`src/rtl/rx_uart_if.sv`:
```
// ---------------------------------------------------------------------------
// rx_uart_if
//   Bundles the serial line and the parallel receive-side outputs of the UART
//   receiver so they can be passed around as a single port.
//
//   Signals
//     rx         serial input, idle high (driven by the line / testbench)
//     rx_data    last good received word, BIT_MAX bits wide
//     rx_valid   one-cycle pulse, rx_data was updated this cycle
//     frame_err  one-cycle pulse, stop bit was low and the frame was dropped
//     rx_busy    high while the receiver is inside a frame
//
//   Modports
//     master     the receiver itself: consumes rx, produces the outputs
//     slave      whoever drives the line and consumes the received data
// ---------------------------------------------------------------------------
interface rx_uart_if #(
   parameter int BIT_MAX = 8
);

   logic               rx;
   logic [BIT_MAX-1:0] rx_data;
   logic               rx_valid;
   logic               frame_err;
   logic               rx_busy;

   modport master (
      input  rx,
      output rx_data,
      output rx_valid,
      output frame_err,
      output rx_busy
   );

   modport slave (
      output rx,
      input  rx_data,
      input  rx_valid,
      input  frame_err,
      input  rx_busy
   );

endinterface

```
`src/rtl/rx_uart.sv`:
```
// ---------------------------------------------------------------------------
// rx_uart
//   UART receiver for frames of one low start bit, BIT_MAX data bits sent
//   LSB first, and one high stop bit. Every bit lasts BPS_MAX clock cycles,
//   matching the transmitter on the other end of the link. The asynchronous
//   rx pin is synchronised, a start is detected on a falling edge, and each
//   bit is then sampled near its centre.
//
//   Parameters
//     BPS_MAX   clock cycles per bit, must be >= 4
//     BIT_MAX   data bits per frame, 1..8 (must match the interface width)
//
//   Ports
//     clk       system clock, everything on the rising edge
//     rst       synchronous active-high reset
//     bus       rx_uart_if master modport:
//                 rx        asynchronous serial input, idle high
//                 rx_data   last good word, held until the next good frame
//                 rx_valid  one-cycle pulse when rx_data is updated
//                 frame_err one-cycle pulse when the stop bit is low
//                 rx_busy   high whenever the receiver is not idle
// ---------------------------------------------------------------------------
module rx_uart #(
   parameter int BPS_MAX = 5208,
   parameter int BIT_MAX = 8
) (
   input  logic          clk,
   input  logic          rst,
   rx_uart_if.master     bus
);

   localparam int HALF  = BPS_MAX / 2;
   localparam int CNT_W = $clog2(BPS_MAX);
   localparam int BIT_W = (BIT_MAX > 1) ? $clog2(BIT_MAX) : 1;

   localparam logic [CNT_W-1:0] BPS_LAST  = CNT_W'(BPS_MAX - 1);
   localparam logic [CNT_W-1:0] HALF_LAST = CNT_W'(HALF - 1);
   localparam logic [BIT_W-1:0] BIT_LAST  = BIT_W'(BIT_MAX - 1);

   typedef enum logic [1:0] {
      IDLE,
      START,
      DATA,
      STOP
   } state_t;

   state_t               state_q,    state_d;
   logic [CNT_W-1:0]     bps_cnt_q,  bps_cnt_d;
   logic [BIT_W-1:0]     bit_cnt_q,  bit_cnt_d;
   logic [BIT_MAX-1:0]   shift_q,    shift_d;
   logic [BIT_MAX-1:0]   rx_data_q,  rx_data_d;
   logic                 rx_valid_q, rx_valid_d;
   logic                 frame_err_q, frame_err_d;

   // Synchroniser chain: rx_meta and rx_s are the two metastability flops,
   // rx_d is one more stage used only to spot the falling edge.
   logic                 rx_meta_q, rx_meta_d;
   logic                 rx_s_q,    rx_s_d;
   logic                 rx_d_q,    rx_d_d;
   logic                 fall;

   // The synchroniser just shifts the pin along one stage per clock.
   always_comb begin
      rx_meta_d = bus.rx;
      rx_s_d    = rx_meta_q;
      rx_d_d    = rx_s_q;
   end

   // Falling edge of the synchronised line: it was high one cycle ago and is
   // low now. A line that is held low (break) never produces a second edge.
   assign fall = rx_d_q & ~rx_s_q;

   // Next-state logic for the frame FSM, the bit-period counter, the data
   // bit index and the output pulses. The START state only waits half a bit
   // so that every later sample, spaced a full bit apart, lands mid-bit.
   always_comb begin
      state_d     = state_q;
      bps_cnt_d   = bps_cnt_q;
      bit_cnt_d   = bit_cnt_q;
      shift_d     = shift_q;
      rx_data_d   = rx_data_q;
      rx_valid_d  = 1'b0;
      frame_err_d = 1'b0;

      case (state_q)
         IDLE: begin
            bps_cnt_d = '0;
            bit_cnt_d = '0;
            if (fall) begin
               state_d = START;
            end
         end

         START: begin
            if (bps_cnt_q == HALF_LAST) begin
               bps_cnt_d = '0;
               bit_cnt_d = '0;
               // A line that is high again at mid start bit was only a glitch.
               if (rx_s_q) begin
                  state_d = IDLE;
               end else begin
                  state_d = DATA;
               end
            end else begin
               bps_cnt_d = bps_cnt_q + CNT_W'(1);
            end
         end

         DATA: begin
            if (bps_cnt_q == BPS_LAST) begin
               bps_cnt_d          = '0;
               shift_d[bit_cnt_q] = rx_s_q;
               if (bit_cnt_q == BIT_LAST) begin
                  state_d = STOP;
               end else begin
                  bit_cnt_d = bit_cnt_q + BIT_W'(1);
               end
            end else begin
               bps_cnt_d = bps_cnt_q + CNT_W'(1);
            end
         end

         STOP: begin
            // The stop sample sits mid stop bit, leaving half a bit of slack
            // to get back to IDLE before a back-to-back start edge arrives.
            if (bps_cnt_q == BPS_LAST) begin
               bps_cnt_d = '0;
               state_d   = IDLE;
               if (rx_s_q) begin
                  rx_data_d  = shift_q;
                  rx_valid_d = 1'b1;
               end else begin
                  frame_err_d = 1'b1;
               end
            end else begin
               bps_cnt_d = bps_cnt_q + CNT_W'(1);
            end
         end

         default: begin
            state_d   = IDLE;
            bps_cnt_d = '0;
            bit_cnt_d = '0;
         end
      endcase
   end

   // State register. Reset aborts any frame in flight without a pulse and
   // presets the synchroniser to the idle-high line level so that reset
   // itself can never look like a falling edge.
   always_ff @(posedge clk) begin
      if (rst) begin
         state_q     <= IDLE;
         bps_cnt_q   <= '0;
         bit_cnt_q   <= '0;
         shift_q     <= '0;
         rx_data_q   <= '0;
         rx_valid_q  <= 1'b0;
         frame_err_q <= 1'b0;
         rx_meta_q   <= 1'b1;
         rx_s_q      <= 1'b1;
         rx_d_q      <= 1'b1;
      end else begin
         state_q     <= state_d;
         bps_cnt_q   <= bps_cnt_d;
         bit_cnt_q   <= bit_cnt_d;
         shift_q     <= shift_d;
         rx_data_q   <= rx_data_d;
         rx_valid_q  <= rx_valid_d;
         frame_err_q <= frame_err_d;
         rx_meta_q   <= rx_meta_d;
         rx_s_q      <= rx_s_d;
         rx_d_q      <= rx_d_d;
      end
   end

   assign bus.rx_data   = rx_data_q;
   assign bus.rx_valid  = rx_valid_q;
   assign bus.frame_err = frame_err_q;
   assign bus.rx_busy   = (state_q != IDLE);

   // A frame ends either good or bad, never both.
   a_pulse_exclusive : assert property (@(posedge clk) disable iff (rst)
      !(rx_valid_q && frame_err_q));

   // The bit-period counter never leaves its 0..BPS_MAX-1 range.
   a_cnt_range : assert property (@(posedge clk) disable iff (rst)
      bps_cnt_q <= BPS_LAST);

endmodule

```
`src/flat_wrapper.sv`:
```
// flat-port wrapper written by rule: the top's interface ports become plain ports
module rx_uart_flat 
#(
   parameter int BPS_MAX = 5208,
   parameter int BIT_MAX = 8
)
  (clk, rst, bus_rx, bus_rx_data, bus_rx_valid, bus_frame_err, bus_rx_busy);
  rx_uart_if #(.BIT_MAX(BIT_MAX)) bus_i ();
  input  logic clk;
  input  logic rst;
  input wire logic [$bits(bus_i.rx)-1:0] bus_rx;
  output wire logic [$bits(bus_i.rx_data)-1:0] bus_rx_data;
  output wire logic [$bits(bus_i.rx_valid)-1:0] bus_rx_valid;
  output wire logic [$bits(bus_i.frame_err)-1:0] bus_frame_err;
  output wire logic [$bits(bus_i.rx_busy)-1:0] bus_rx_busy;
  assign bus_i.rx = bus_rx;
  assign bus_rx_data = bus_i.rx_data;
  assign bus_rx_valid = bus_i.rx_valid;
  assign bus_frame_err = bus_i.frame_err;
  assign bus_rx_busy = bus_i.rx_busy;
  rx_uart #(.BPS_MAX(BPS_MAX), .BIT_MAX(BIT_MAX)) u_core (.clk(clk), .rst(rst), .bus(bus_i));
endmodule
```
`config.mk`:
```
export PLATFORM = sky130hd
export DESIGN_NAME = rx_uart_flat
export DESIGN_NICKNAME = d
export VERILOG_FILES = /design/src/rtl/rx_uart_if.sv /design/src/rtl/rx_uart.sv /design/src/flat_wrapper.sv
export SDC_FILE = /design/constraint.sdc
export NUM_CORES = 1
export LEC_CHECK = 0
export ABC_AREA = 1
export BUFFER_PORTS_ARGS = -buffer_cell sky130_fd_sc_hd__buf_2
export CAP_MARGIN = 20
export CORE_UTILIZATION = 38
export DETAILED_ROUTE_END_ITERATION = 7
export PLACE_DENSITY = 0.56
export SLEW_MARGIN = 20
export SYNTH_ARGS = -nofsm -noshare
export SYNTH_HDL_FRONTEND = slang
export SYNTH_SLANG_ARGS = --single-unit
export TNS_END_PERCENT = 5
```
`constraint.sdc`:
```
create_clock -name clk -period 2.64 [get_ports clk]
set_input_delay 0.132 -clock clk [delete_from_list [all_inputs] [get_ports clk]]
set_output_delay 0.132 -clock clk [all_outputs]
set_load 0.01 [all_outputs]
```
=== Word-level counts from Yosys, hierarchy flattened ===
Cells that the tools add are included.

* Add/subtract/negate cells: 2
* Bitwise logic cells: 4
* Reduce and logical (&&, ||, !) cells: 10
* Magnitude comparators: 2
* Mux-type cells: 19
* Equal/unequal tests: 12

{| class="wikitable"
|+ Operators with widths
! cell !! count
|-
| $pmux W13 S3 || 1
|-
| $mux W13 || 2
|-
| $add A13 B1 Y13 const B || 1
|-
| $eq A13 B12 Y1 const B || 1
|-
| $eq A13 B13 Y1 const B || 1
|-
| $mux W2 || 6
|-
| $ne A2 B1 Y1 const B || 5
|-
| $mux W3 || 3
|-
| $pmux W3 S3 || 1
|-
| $bwmux W8 || 1
|-
| $pmux W2 S4 || 1
|-
| $reduce_and A5 Y1 || 1
|-
| $eq A2 B2 Y1 const B || 2
|-
| $lt A3 B4 Y1 const B || 1
|-
| $reduce_and A4 Y1 || 1
|-
| $add A3 B1 Y3 const B || 1
|-
| $demux W1 S3 || 1
|-
| $eq A3 B3 Y1 const B || 1
|-
| $ge A3 B1 Y1 const B || 1
|-
| $mux W1 || 3
|-
| $not A1 Y1 || 3
|-
| $reduce_and A3 Y1 || 1
|-
| $reduce_bool A3 Y1 || 1
|-
| $reduce_or A3 Y1 || 1
|-
| other kinds (8) || 8
|}

* Register bits after elaboration: 39
* Output and inout bits: 11
* Input bits: 3

=== Longest topological paths before layout ===
* Depth after elaboration: 5
* Gate-level depth with buffers: 10
* Depth with buffers taken out: 10

=== Worst setup path before layout ===
No wires, ideal clock.

* Path kind: reg2reg
* Start: reg u_core.bps_cnt_q[0]
* End: reg u_core.bps_cnt_q[8]
* Path slack: 1140 ps
* Arrival time: 1381 ps
* Data required time: 2521 ps
* Path buffers: 0
* Library setup time: 119 ps
* Period minus slack after synthesis: 1500 ps
* Cell stages (with the launch flop): 11
* Cells stage by stage: dfxtp_1 -> ha_1 -> nand2_1 -> inv_1 -> nand3_1 -> nor2_4 -> nand2_1 -> nand2_1 -> nand2_2 -> inv_2 -> nor3_1

* Word-level cells in the longest chain between the ends: 3
* Elaborated cells between the ends (all ways): 6
* Classes of those cells: add/sub (1); eq/ne (2); mux (3)

{| class="wikitable"
|+ RTL lines
! element !! RTL line !! text
|-
| from (decl) || rx_uart.sv:48 || <nowiki>logic [CNT_W-1:0] bps_cnt_q, bps_cnt_d;</nowiki>
|-
| from (signal assigned) || rx_uart.sv:165 || <nowiki>bps_cnt_q <= bps_cnt_d;</nowiki>
|-
| $add A13 B1 Y13 (tied with other cells) || rx_uart.sv:105, rx_uart.sv:119, rx_uart.sv:136 ||
|-
| $mux W13, on equally long branches || rx_uart.sv:110, rx_uart.sv:126, rx_uart.sv:95 ||
|-
| $pmux W13 S3 * || rx_uart.sv:85 || <nowiki>case (state_q)</nowiki>
|}

Every way passes the cells marked *; elsewhere a longest branch is shown, timed or not.
A chain may end at the register's enable or synchronous reset.

=== Worst setup path after layout ===
* Start: reg u_core.bps_cnt_q[0]
* End: reg u_core.bps_cnt_q[2]

Same word-level chain as after synthesis.

==> results <==
- The clock latency reported for the late side of the worst-skew pair is 0.30 ns.
- The routed design could run at a clock period as short as 1.73 ns.
- Of the available clock period, the critical path in the final layout requires 65.6%.
- Counting instances in the post-synthesis netlist gives the leading cell types as nor2_1 (69), nand2_1 (61), dfxtp_1 (39).
- The number of antenna violations at the first check in global routing came to 0.
- The final worst clock skew is 0.0107 ns.
- The mean number of vias per cell is around 4.7.
- The post-synthesis net count is 272.
- The area used by sequential logic in the layout is 781 um2.
- In the synthesized netlist the dominant register cell turns out to be dfxtp_1.
- The post-cts resize count is 0.
- The H-tree depth is 2.
- Post-CTS timing repair inserted 0 buffers for setup.
- Summed over all instances, the cell type with the most area after synthesis is dfxtp_1.
- The summed area of non-filler cells in the final layout is 0.00211 mm2.
- Ranked by total cell area, the synthesized netlist is headed by dfxtp_1 (42%), nor2_1 (14%), nand2_1 (12%), inv_1 (6.1%), nand4_1 (3.0%).
- The net count of the finished layout is between 200 and 300.
- After synthesis, the netlist uses 26 different library cells.
- The count of synthesis-stage warnings from yosys is 0.
- The global-route wire length before repair is between 6 and 7 mm.
- Yosys mapped a number of flops with a built-in enable equal to 0.
- The transition time at the pin with the least slew margin is 0.427 ns.
- The region available for standard cell placement spans ~0.0047 mm2.
- The final number of max-transition violations is 0.
- Walking the worst path, the cells encountered are ha_1, nand2_1, inv_1, nand3_1, nor2_4, nand2_1, nand2_1, nand2_2, inv_2, nor3_1.
- The maximum clock insertion buffer count is 2.
- The type of the worst setup path is flop to flop.
- The worst setup path is launched from a flop.
- CTS placed an instance of clkbuf_8 at the clock tree root.
- After detailed routing, the average wire length per cell comes to 11.3 um.
- The number of I/O port buffers is 13.
- In the synthesized netlist, the number of instances is about 270.
- The worst vdd rail ir drop is 0.000271 V.
- The synthesized design contains 39 register bits.
- For this configuration, the core starts out at a cell density of 39.4%.
- The number of buffers inserted for hold repair after clock tree synthesis is 0.
- The via count of the first global-routing pass is 1489.
- The met2 track demand over resource in global routing is 28.3%.
- The layer with the highest usage is met2.
- The share of synthesized registers carrying an async set or reset is 0%.
- The worst endpoint required time is 2.82 ns.
- The met3 demand-to-capacity share in global routing is under 10%.
- The most used cell along the critical path is nand2_1.
- The proportion of netlist area held by the largest area contributor is 42.2%.
- Summing over every cut layer, the via total after detailed routing is 1606.
- The area growth from synthesis to layout is 14.0%.
- The largest net degree at the start of global routing is 13.
- The slowest stage of the critical path belongs to the cell dfxtp_1.
- The proportion of layout cells with a drive suffix above 1 is 13.0%.
- For this run, global-route usage on met1 was measured as 19.9%.
- Data arrives at the worst endpoint at ~1.9 ns.
- The tightest min-delay check is of the primary input to flop type.
- The proportion of synthesized chip area in sequential cells is 42.2%.
- The die outline area is 0.00515 mm2.
- The number of optimization iterations in the first detailed-route pass is 4.
- The placed wire-length estimate is a little under 3 mm.
- For this block, the initial DRC count from the detailed router was a little under 80.
- The power per unit of standard cell area is 620 mW/mm2.
- The filler-free cell count of the finished design is 339.
- The number of hold-slack violations in the final timing report is 0.
- For this run, the total global-route usage over all layers was measured as between 10% and 20%.
- The cell area that synthesis handed to floorplanning was 0.00185 mm2.
- The total wirelength of the detailed-routed design is 3.84 mm.
- Timing would allow up to 0.578 GHz.
- The antenna cell count is 0.
- The worst setup path is captured at a flop.
- Summed over all layers, the global routing overflow is 0.
- The clock-pin transition on the worst setup and hold timing paths is 0.07 ns.
- The total chip power is between 1 and 1.5 mW.
- In this run the vertical extent of the chip is 71.7 um.
- Pin placement for this block handled 14 I/O pins.
- The area of combinational cells with multiple inputs is 933 um2.
- The floorplan die width is 71.7 um.
- The largest incremental delay on the critical path is 0.39 ns.
- The synthesized area per cell is approximately 7 um2.
- After detailed placement, the total cell area comes to just under 0.002 mm2.
- The final RePlAce weighted congestion is 0.849.
- Setup repair after global routing left no endpoint under its margin.
- The setup TNS after final layout is 0 ns.
- Headroom to the max-slew limit came out at 71.3%.
- Setup violations remaining at the end of the flow were counted as 0.
- The run finished with clean final reports.
- The leakage power of the design is 0.939 nW.
- Counting the buffers created by CTS gives 5.
- The number of placement rows is 25.
- The number of placed instances, taps included is 331.
- The clock net in this run drives a total of 39 sinks.
- The DRC violation count after routing is 0.
- Of all nets on the critical path, the largest fanout is 9.
- The library cell with the highest instance count after synthesis is nor2_1.
- The remaining number of nets flagged by the antenna check after routing is 0.
- Max-cap violations in this run came to 0.
- TritonCTS built the clock tree.
- The total of fill cells in the finished design is around 480.
## where the power goes
group / switching (mW) / internal (mW) / total, mW
sequential: 0.0178 / 0.601 / 0.619
clock: 0.209 / 0.378 / 0.587
combinational: 0.0673 / 0.0338 / 0.101
total: 0.294 / 1.01 / 1.31
## per-layer routing
| layer | vias up | share of wire, % |
|---|---|---|
| met3 | 9 | 3.3 |
| li1 | 869 | - |
| met2 | 20 | 47 |
| met1 | 708 | 47 |
| met4 | 0 | 2.1 |
| met5 | - | 0 |
## cell type report
cell class / instances / share of cell area [%]
Clock buffer: 6 / 3.44
Clock inverter: 2 / 2.85
Inverter: 32 / 5.70
Multi-Input combinational cell: 192 / 44.3
Sequential cell: 39 / 37.1
Tap cell: 54 / 3.21
Timing Repair Buffer: 14 / 3.44
## final timing paths
check                                                     from                        endpoint  slack, ns  cells after the start
worst min-delay path                                    bus_rx     u_core.rx_meta_q$_SDFF_PP1_       0.02                      2
worst min register to register     u_core.rx_meta_q$_SDFF_PP1_        u_core.rx_d_d$_SDFF_PP1_       0.41                      1
worst max-delay path            u_core.bps_cnt_q[0]$_SDFF_PP0_  u_core.bps_cnt_q[2]$_SDFF_PP0_       0.91                     10
worst max register to register  u_core.bps_cnt_q[0]$_SDFF_PP0_  u_core.bps_cnt_q[2]$_SDFF_PP0_       0.91                     10
## critical path: cells and delay by family, from the launching register on
family,cells,cell delay (ns)
buf+inv,2,0.24
flops,1,0.39
simple gates,7,0.74
fa+ha+maj,1,0.26
## stage by stage
stage / utilization [%] / worst slack (ns) / hold WS (ns)
global route: 44.9 / 0.693 / 0.00468
global placement: 42.1 / 0.923 / 0.318
floorplan: - / 1.14 / 0.236
CTS: 44.9 / 0.889 / 0.0107
finish: 44.9 / 0.909 / 0.0190
detailed placement: 42.1 / 0.889 / 0.318
## registers in the layout, summed over array words and instances (netlist names), named ones only
| name | cells |
|---|---|
| u_core.bit_cnt_q | 3 |
| u_core.bps_cnt_q | 13 |
| u_core.bus.frame_err | 1 |
| u_core.bus.rx_data | 8 |
| u_core.bus.rx_valid | 1 |
| u_core.rx_d_d | 1 |
| u_core.rx_d_q | 1 |
| u_core.rx_meta_q | 1 |
| u_core.shift_q | 8 |
| u_core.state_q | 1 |
## cells by family (layout without fill, tap and decap cells)
logic type | Yosys count | after routing | synth area share [%]
buffers and inverters | 35 | 54 | 7.24
adder cells (fa/ha/maj) | 3 | 3 | 2.03
XOR/XNOR | 4 | 4 | 1.90
AO/OA/AOI/OAI | 16 | 16 | 4.81
AND/OR/NAND/NOR | 169 | 169 | 41.8
flip-flops | 39 | 39 | 42.2
## layout by cell type, fill, tap and decap left out, types with 2 or more instances in the layout
master,Yosys,final
nand2_2,3,3
inv_2,2,2
nor3_1,7,7
xor2_1,4,4
bufinv_16,0,2
ha_1,3,3
or2_2,2,2
dfxtp_1,39,39
inv_1,30,30
nor2_1,69,69
a21oi_1,2,2
buf_2,2,13
nand3_1,9,9
nor2_4,2,2
clkbuf_8,0,5
a211oi_1,3,3
nand2_1,61,61
o21ai_0,10,10
nand4_1,9,9
Note: power is estimated with default switching activity, not from simulation.
